[src/rtl/gpio_pkg.sv]
// Shared types and constants for the GPIO input path: interrupt event
// encoding, synchronizer depth limits and the per-pin event decoder.
package gpio_pkg;

    typedef enum logic [1:0] {
        GPIO_INT_RISE  = 2'b00,
        GPIO_INT_FALL  = 2'b01,
        GPIO_INT_BOTH  = 2'b10,
        GPIO_INT_LEVEL = 2'b11
    } gpio_int_type_e;

    localparam int SYNC_STAGES_MIN = 2;
    localparam int SYNC_STAGES_MAX = 4;

    // s is the current synchronized value, p the value one cycle earlier
    function automatic logic gpio_event(input gpio_int_type_e int_type,
                                        input logic s,
                                        input logic p);
        logic evt;
        evt = 1'b0;
        case (int_type)
            GPIO_INT_RISE:  evt = s & ~p;
            GPIO_INT_FALL:  evt = ~s & p;
            GPIO_INT_BOTH:  evt = s ^ p;
            GPIO_INT_LEVEL: evt = s;
            default:        evt = 1'b0;
        endcase
        return evt;
    endfunction

endpackage

[src/rtl/gpio_pin_filter.sv]
// Single-pin synchronizer with an optional debounce filter behind it.
// The filter is built only when GPIO_DEBOUNCE_EN is defined.
module gpio_pin_filter
    import gpio_pkg::*;
#(
    parameter int SYNC_STAGES = 2,
    parameter int DB_CNT_W    = 16
) (
    input  logic                clk_i,
    input  logic                rst_ni,
    input  logic                pin_i,
    input  logic [DB_CNT_W-1:0] db_cnt_max_i,
    output logic                pin_o
);

    if ((SYNC_STAGES < SYNC_STAGES_MIN) || (SYNC_STAGES > SYNC_STAGES_MAX)) begin : g_bad_depth
        $fatal(1, "gpio_pin_filter: SYNC_STAGES must be in 2..4");
    end

    logic [SYNC_STAGES-1:0] sync_q;
    logic                   sync_s;

    always_ff @(posedge clk_i or negedge rst_ni) begin
        if (!rst_ni) begin
            sync_q <= '0;
        end else begin
            sync_q <= {sync_q[SYNC_STAGES-2:0], pin_i};
        end
    end

    assign sync_s = sync_q[SYNC_STAGES-1];

`ifdef GPIO_DEBOUNCE_EN
    logic                filt_q;
    logic [DB_CNT_W-1:0] cnt_q;

    // >= rather than == so a threshold lowered mid-count still releases the filter
    always_ff @(posedge clk_i or negedge rst_ni) begin
        if (!rst_ni) begin
            filt_q <= 1'b0;
            cnt_q  <= '0;
        end else if (sync_s != filt_q) begin
            if (cnt_q >= db_cnt_max_i) begin
                filt_q <= sync_s;
                cnt_q  <= '0;
            end else if (cnt_q != {DB_CNT_W{1'b1}}) begin
                cnt_q <= cnt_q + DB_CNT_W'(1);
            end
        end else begin
            cnt_q <= '0;
        end
    end

    assign pin_o = filt_q;
`else
    logic unused_db_cnt;

    assign unused_db_cnt = ^db_cnt_max_i;
    assign pin_o         = sync_s;
`endif

endmodule

[src/rtl/gpio_in_sync_irq.sv]
// GPIO input synchronizer, per-pin event detection, sticky status and
// registered aggregated interrupt. Optional debounce: GPIO_DEBOUNCE_EN.
module gpio_in_sync_irq
    import gpio_pkg::*;
#(
    parameter int NUM_GPIO    = 64,
    parameter int SYNC_STAGES = 2,
    parameter int DB_CNT_W    = 16
) (
    input  logic                  clk_i,
    input  logic                  rst_ni,
    input  logic [NUM_GPIO-1:0]   gpio_in_i,
    output logic [NUM_GPIO-1:0]   gpio_in_sync_o,
    input  logic [NUM_GPIO-1:0]   int_en_i,
    input  logic [2*NUM_GPIO-1:0] int_type_i,
    input  logic [NUM_GPIO-1:0]   int_clr_i,
    input  logic [DB_CNT_W-1:0]   db_cnt_max_i,
    output logic [NUM_GPIO-1:0]   int_status_o,
    output logic                  irq_o
);

    logic [NUM_GPIO-1:0] prev_q;
    logic [NUM_GPIO-1:0] int_status_q;
    logic [NUM_GPIO-1:0] evt;
    logic                irq_q;

    for (genvar g = 0; g < NUM_GPIO; g++) begin : g_pin
        gpio_pin_filter #(
            .SYNC_STAGES (SYNC_STAGES),
            .DB_CNT_W    (DB_CNT_W)
        ) u_filter (
            .clk_i        (clk_i),
            .rst_ni       (rst_ni),
            .pin_i        (gpio_in_i[g]),
            .db_cnt_max_i (db_cnt_max_i),
            .pin_o        (gpio_in_sync_o[g])
        );
    end

    always_comb begin
        evt = '0;
        for (int i = 0; i < NUM_GPIO; i++) begin
            evt[i] = int_en_i[i] &
                     gpio_event(gpio_int_type_e'(int_type_i[2*i +: 2]),
                                gpio_in_sync_o[i], prev_q[i]);
        end
    end

    // prev_q tracks regardless of enable so enabling a pin never sees a stale edge
    always_ff @(posedge clk_i or negedge rst_ni) begin
        if (!rst_ni) begin
            prev_q       <= '0;
            int_status_q <= '0;
            irq_q        <= 1'b0;
        end else begin
            prev_q       <= gpio_in_sync_o;
            int_status_q <= evt | (int_status_q & ~int_clr_i);
            irq_q        <= |(int_status_q & int_en_i);
        end
    end

    assign int_status_o = int_status_q;
    assign irq_o        = irq_q;

endmodule

[config.mk]
export PLATFORM = sky130hd
export DESIGN_NAME = gpio_in_sync_irq
export DESIGN_NICKNAME = d
export VERILOG_FILES = /design/src/rtl/gpio_pkg.sv /design/src/rtl/gpio_pin_filter.sv /design/src/rtl/gpio_in_sync_irq.sv
export SDC_FILE = /design/constraint.sdc
export NUM_CORES = 1
export LEC_CHECK = 0
export CAP_MARGIN = 0
export CORE_AREA = 2 2 181 183
export CTS_CLUSTER_SIZE = 12
export DETAILED_ROUTE_END_ITERATION = 12
export DIE_AREA = 0 0 183 185
export PLACE_DENSITY = 0.68
export SYNTH_ARGS = -nofsm -noshare
export SYNTH_HDL_FRONTEND = slang
export SYNTH_HIERARCHICAL = 1
export SYNTH_SLANG_ARGS = --single-unit
[constraint.sdc]
create_clock -name clk_i -period 2 [get_ports clk_i]
set_input_delay 0.3 -clock clk_i [delete_from_list [all_inputs] [get_ports clk_i]]
set_output_delay 0.3 -clock clk_i [all_outputs]
set_load 0.01 [all_outputs]
==> results.py <==
metrics = {
    "status": {
        "status": "completed",
    },
    "setup_path": {
        "timing.critical_path.arrival_ns": 1.60,
        "crit_family": "buffers and inverters",
        "worst_setup_path_end_kind": "output port",
        "worst-path-stages": 1,
        "reg2regPathDepth": 5,
        "worstSetupStartpoint": "g_pin[0].u_filter/sync_q[1]",
        "timing.critical_path.from_type": "register",
        "cp.buffers_inverters": 1,
        "regToRegStartpoint": "int_status_o[33]",
        "critical-path-slowest-cell": "sky130_fd_sc_hd__clkdlybuf4s50_1",
        "required_ns": 1.70,
        "max_stage_delay_ns": 0.59,
        "path_type_of_the_worst_setup_path": "reg2out",
        "critical_path.reg2reg.endpoint": "irq_o",
        "cp_cell_sequence": "clkdlybuf4s50_1",
        "reg2reg_slack_ns": 0.11,
        "critPathMaxFanout": 5,
    },
    "clock_network": {
        "worst_skew_pair.late_latency_ns": 0.54,
        "reg_clk_slew_reported_paths_ns": 0.06,
        "cts_sinks": 257,
        "cts-root-buf": "sky130_fd_sc_hd__clkbuf_16",
        "cts_tree": "done",
        "cts_setup_buffers": 0,
        "h-tree-depth": 1,
        "clk_path_buf_depth": 3,
        "cts_buffers": 30,
    },
    "drt": {
        "mean_routed_wirelength_per_cell_um": 16.9,
        "drtPass1Iterations": 4,
        "drt-initial-drc-count": 245,
        "vias": 8080,
        "postRouteAntennaNets": 0,
        "viasPerCell": 4.49,
        "detail_route.drc_violations": 0,
        "drt-total-wl_um": 30400,
    },
    "logic_synthesis": {
        "synth-seq-cells": 257,
        "yosys_warnings": 6,
        "netlist_area_mm2": 0.0114,
        "postSynthCellCount": 870,
        "synth_nets": 1336,
        "yosysUniqueCellTypes": 11,
        "synth.avg_cell_area_um2": 13.1,
        "post_synthesis_sequential_area_ratio": 0.566,
    },
    "pwr": {
        "combPwrFrac": 0.169,
        "share_clk_of_total_power": 0.397,
        "share_seq_of_total_power": 0.434,
        "power_per_cell_area_mw_per_mm2": 771,
        "net_switching_power_mw": 3.25,
        "p_sw_frac": 0.240,
        "worst_ir_drop_vdd_mv": 0.689,
        "cellLeakagePower_nw": 8.35,
        "p_int_mw": 10.3,
    },
    "die": {
        "design.portCount": 467,
        "placement_rows": 66,
        "core-area_mm2": 0.0320,
        "start_util": 0.354,
        "fp.dieH_um": 185,
        "total_die_area_mm2": 0.0339,
        "fp.dieW_um": 183,
    },
    "worst_hold_path": {
        "class_of_the_tightest_hold_or_removal_check": "in2async",
    },
    "sta": {
        "finalSetupViolCount": 0,
        "maxSlewHeadroom": 0.642,
        "final_min_period_over_clock_period": 0.948,
        "final.hold.worst_slack_ns": 0.152,
        "hold_viol": 0,
        "final_period_minus_worst_setup_slack_ns": 1.90,
        "maxClockFrequency_mhz": 528,
        "timing.clock.skew_ns": 0.0123,
        "report.final.slew_viol_count": 0,
        "worst_pin_slew_ns": 0.536,
        "rsz0062_at_grt": "no",
    },
    "grt": {
        "via_count_of_the_first_global_routing_pass": 8768,
        "met1_usage": 0.193,
        "busiest_grt_layer": "met2",
        "grt_first_pass_wirelength_um": 46900,
        "antenna_violations_before_repair": 2,
        "overflow": 0,
        "use_met3": 0.0621,
        "grt_use_met2": 0.331,
        "grt_usage": 0.180,
        "grt_max_degree": 100,
    },
    "final_layout": {
        "flow.area_growth_from_synthesis_pct": 54.2,
        "core_occupancy_in_the_finished_layout": 0.547,
        "fill_cells": 2713,
        "leading_cell_types_in_the_layout_fill_and_taps_excluded": "sky130_fd_sc_hd__clkdlybuf4s50_1, sky130_fd_sc_hd__dfrtp_1, sky130_fd_sc_hd__inv_1, sky130_fd_sc_hd__ha_1",
        "final_common_cell": "sky130_fd_sc_hd__clkdlybuf4s50_1",
        "finalNetCount": 1833,
        "drive_above_1_share": 0.0971,
    },
    "placement": {
        "dp_hpwl_um": 24500,
        "port-buffer-count": 450,
        "gpl.final_weighted_congestion": 0.799,
    },
    "job": {
        "drv_cap": 0,
    },
}
-- worst max path at each step --
stage / endpoint / slack (ns)
after floorplan: irq_o / 0.46
after global placement: irq_o / -0.23
after detailed placement: irq_o / -0.28
after CTS: irq_o / 0.03
after global routing: gpio_in_sync_o[14] / 0.02
final: gpio_in_sync_o[0] / 0.10
-- sequential cells by signal (all words and copies together) (netlist names) --
register and cells:
prev_q 64, g_pin.u_filter/sync_q 128, irq_o 1, int_status_o 64
-- layout make-up --
class | count | area [um2] | share of cell area
sequential | 257 | 6430 | 0.367
inverter | 256 | 961 | 0.0549
tap | 408 | 510 | 0.0291
multi-input combinational | 357 | 3970 | 0.227
clock inverter | 8 | 71.3 | 0.00407
antenna | 1 | 2.50 | 0.000143
clock buffer | 47 | 916 | 0.0523
timing repair buffer | 465 | 4650 | 0.265
-- through the flow --
stage / setup slack (ns) / instance area, um2 / instances / total power [mW] / setup TNS [ns]
after CTS: 0.0268 / 17500 / 1798 / 13.7 / 0
after floorplan: 0.461 / 11400 / 870 / 6.67 / 0
final: 0.105 / 17500 / 1799 / 13.5 / 0
after global routing: 0.0232 / 17500 / 1799 / 14.2 / 0
after detailed placement: -0.279 / 16500 / 1742 / 8.27 / -0.279
after global placement: -0.229 / 16500 / 1742 / 8.20 / -0.229
-- Yosys cell counts, drive strengths merged --
master | count | area share
dfrtp | 257 | 0.57
inv | 256 | 0.085
ha | 128 | 0.14
mux4 | 64 | 0.13
nand2 | 64 | 0.021
o21ai | 64 | 0.028
a221oi | 16 | 0.017
a22o | 16 | 0.012
nand4 | 4 | 0.0022
or4 | 1 | 0.00066
-- layer usage --
layer	share of wire	up-vias
li1	-	3824
met1	0.36	3875
met2	0.51	325
met3	0.094	54
met4	0.035	2
met5	0.00040	-
-- cells by family (layout without fill, tap and decap cells) --
group                      after synthesis  in the layout  share of synthesized area
other                                    0              1                          0
and+or+nand+nor                         69             69                     0.0240
muxes                                   64             64                      0.127
buffers and inverters                  256            776                     0.0846
AOI/OAI and AO/OA                       96             96                     0.0573
DFF                                    257            257                      0.566
adders and majority gates              128            128                      0.141
-- timing repair --
item                                    CTS  global route
hold endpoints to repair                257             0
resized for setup                         0             1
hold buffers                              1             0
endpoints found under the setup margin    0             1
-- power by group through the flow --
stage / Sequential (mW) / Combinational, mW / Clock (mW)
finish: 5.86 / 2.28 / 5.37
global route: 5.91 / 2.51 / 5.78
CTS: 5.87 / 2.33 / 5.54
detailed placement: 5.96 / 2.31 / 0
global placement: 5.94 / 2.26 / 0
floorplan: 6.00 / 0.673 / 0
Power figures use the tool's default switching activity.
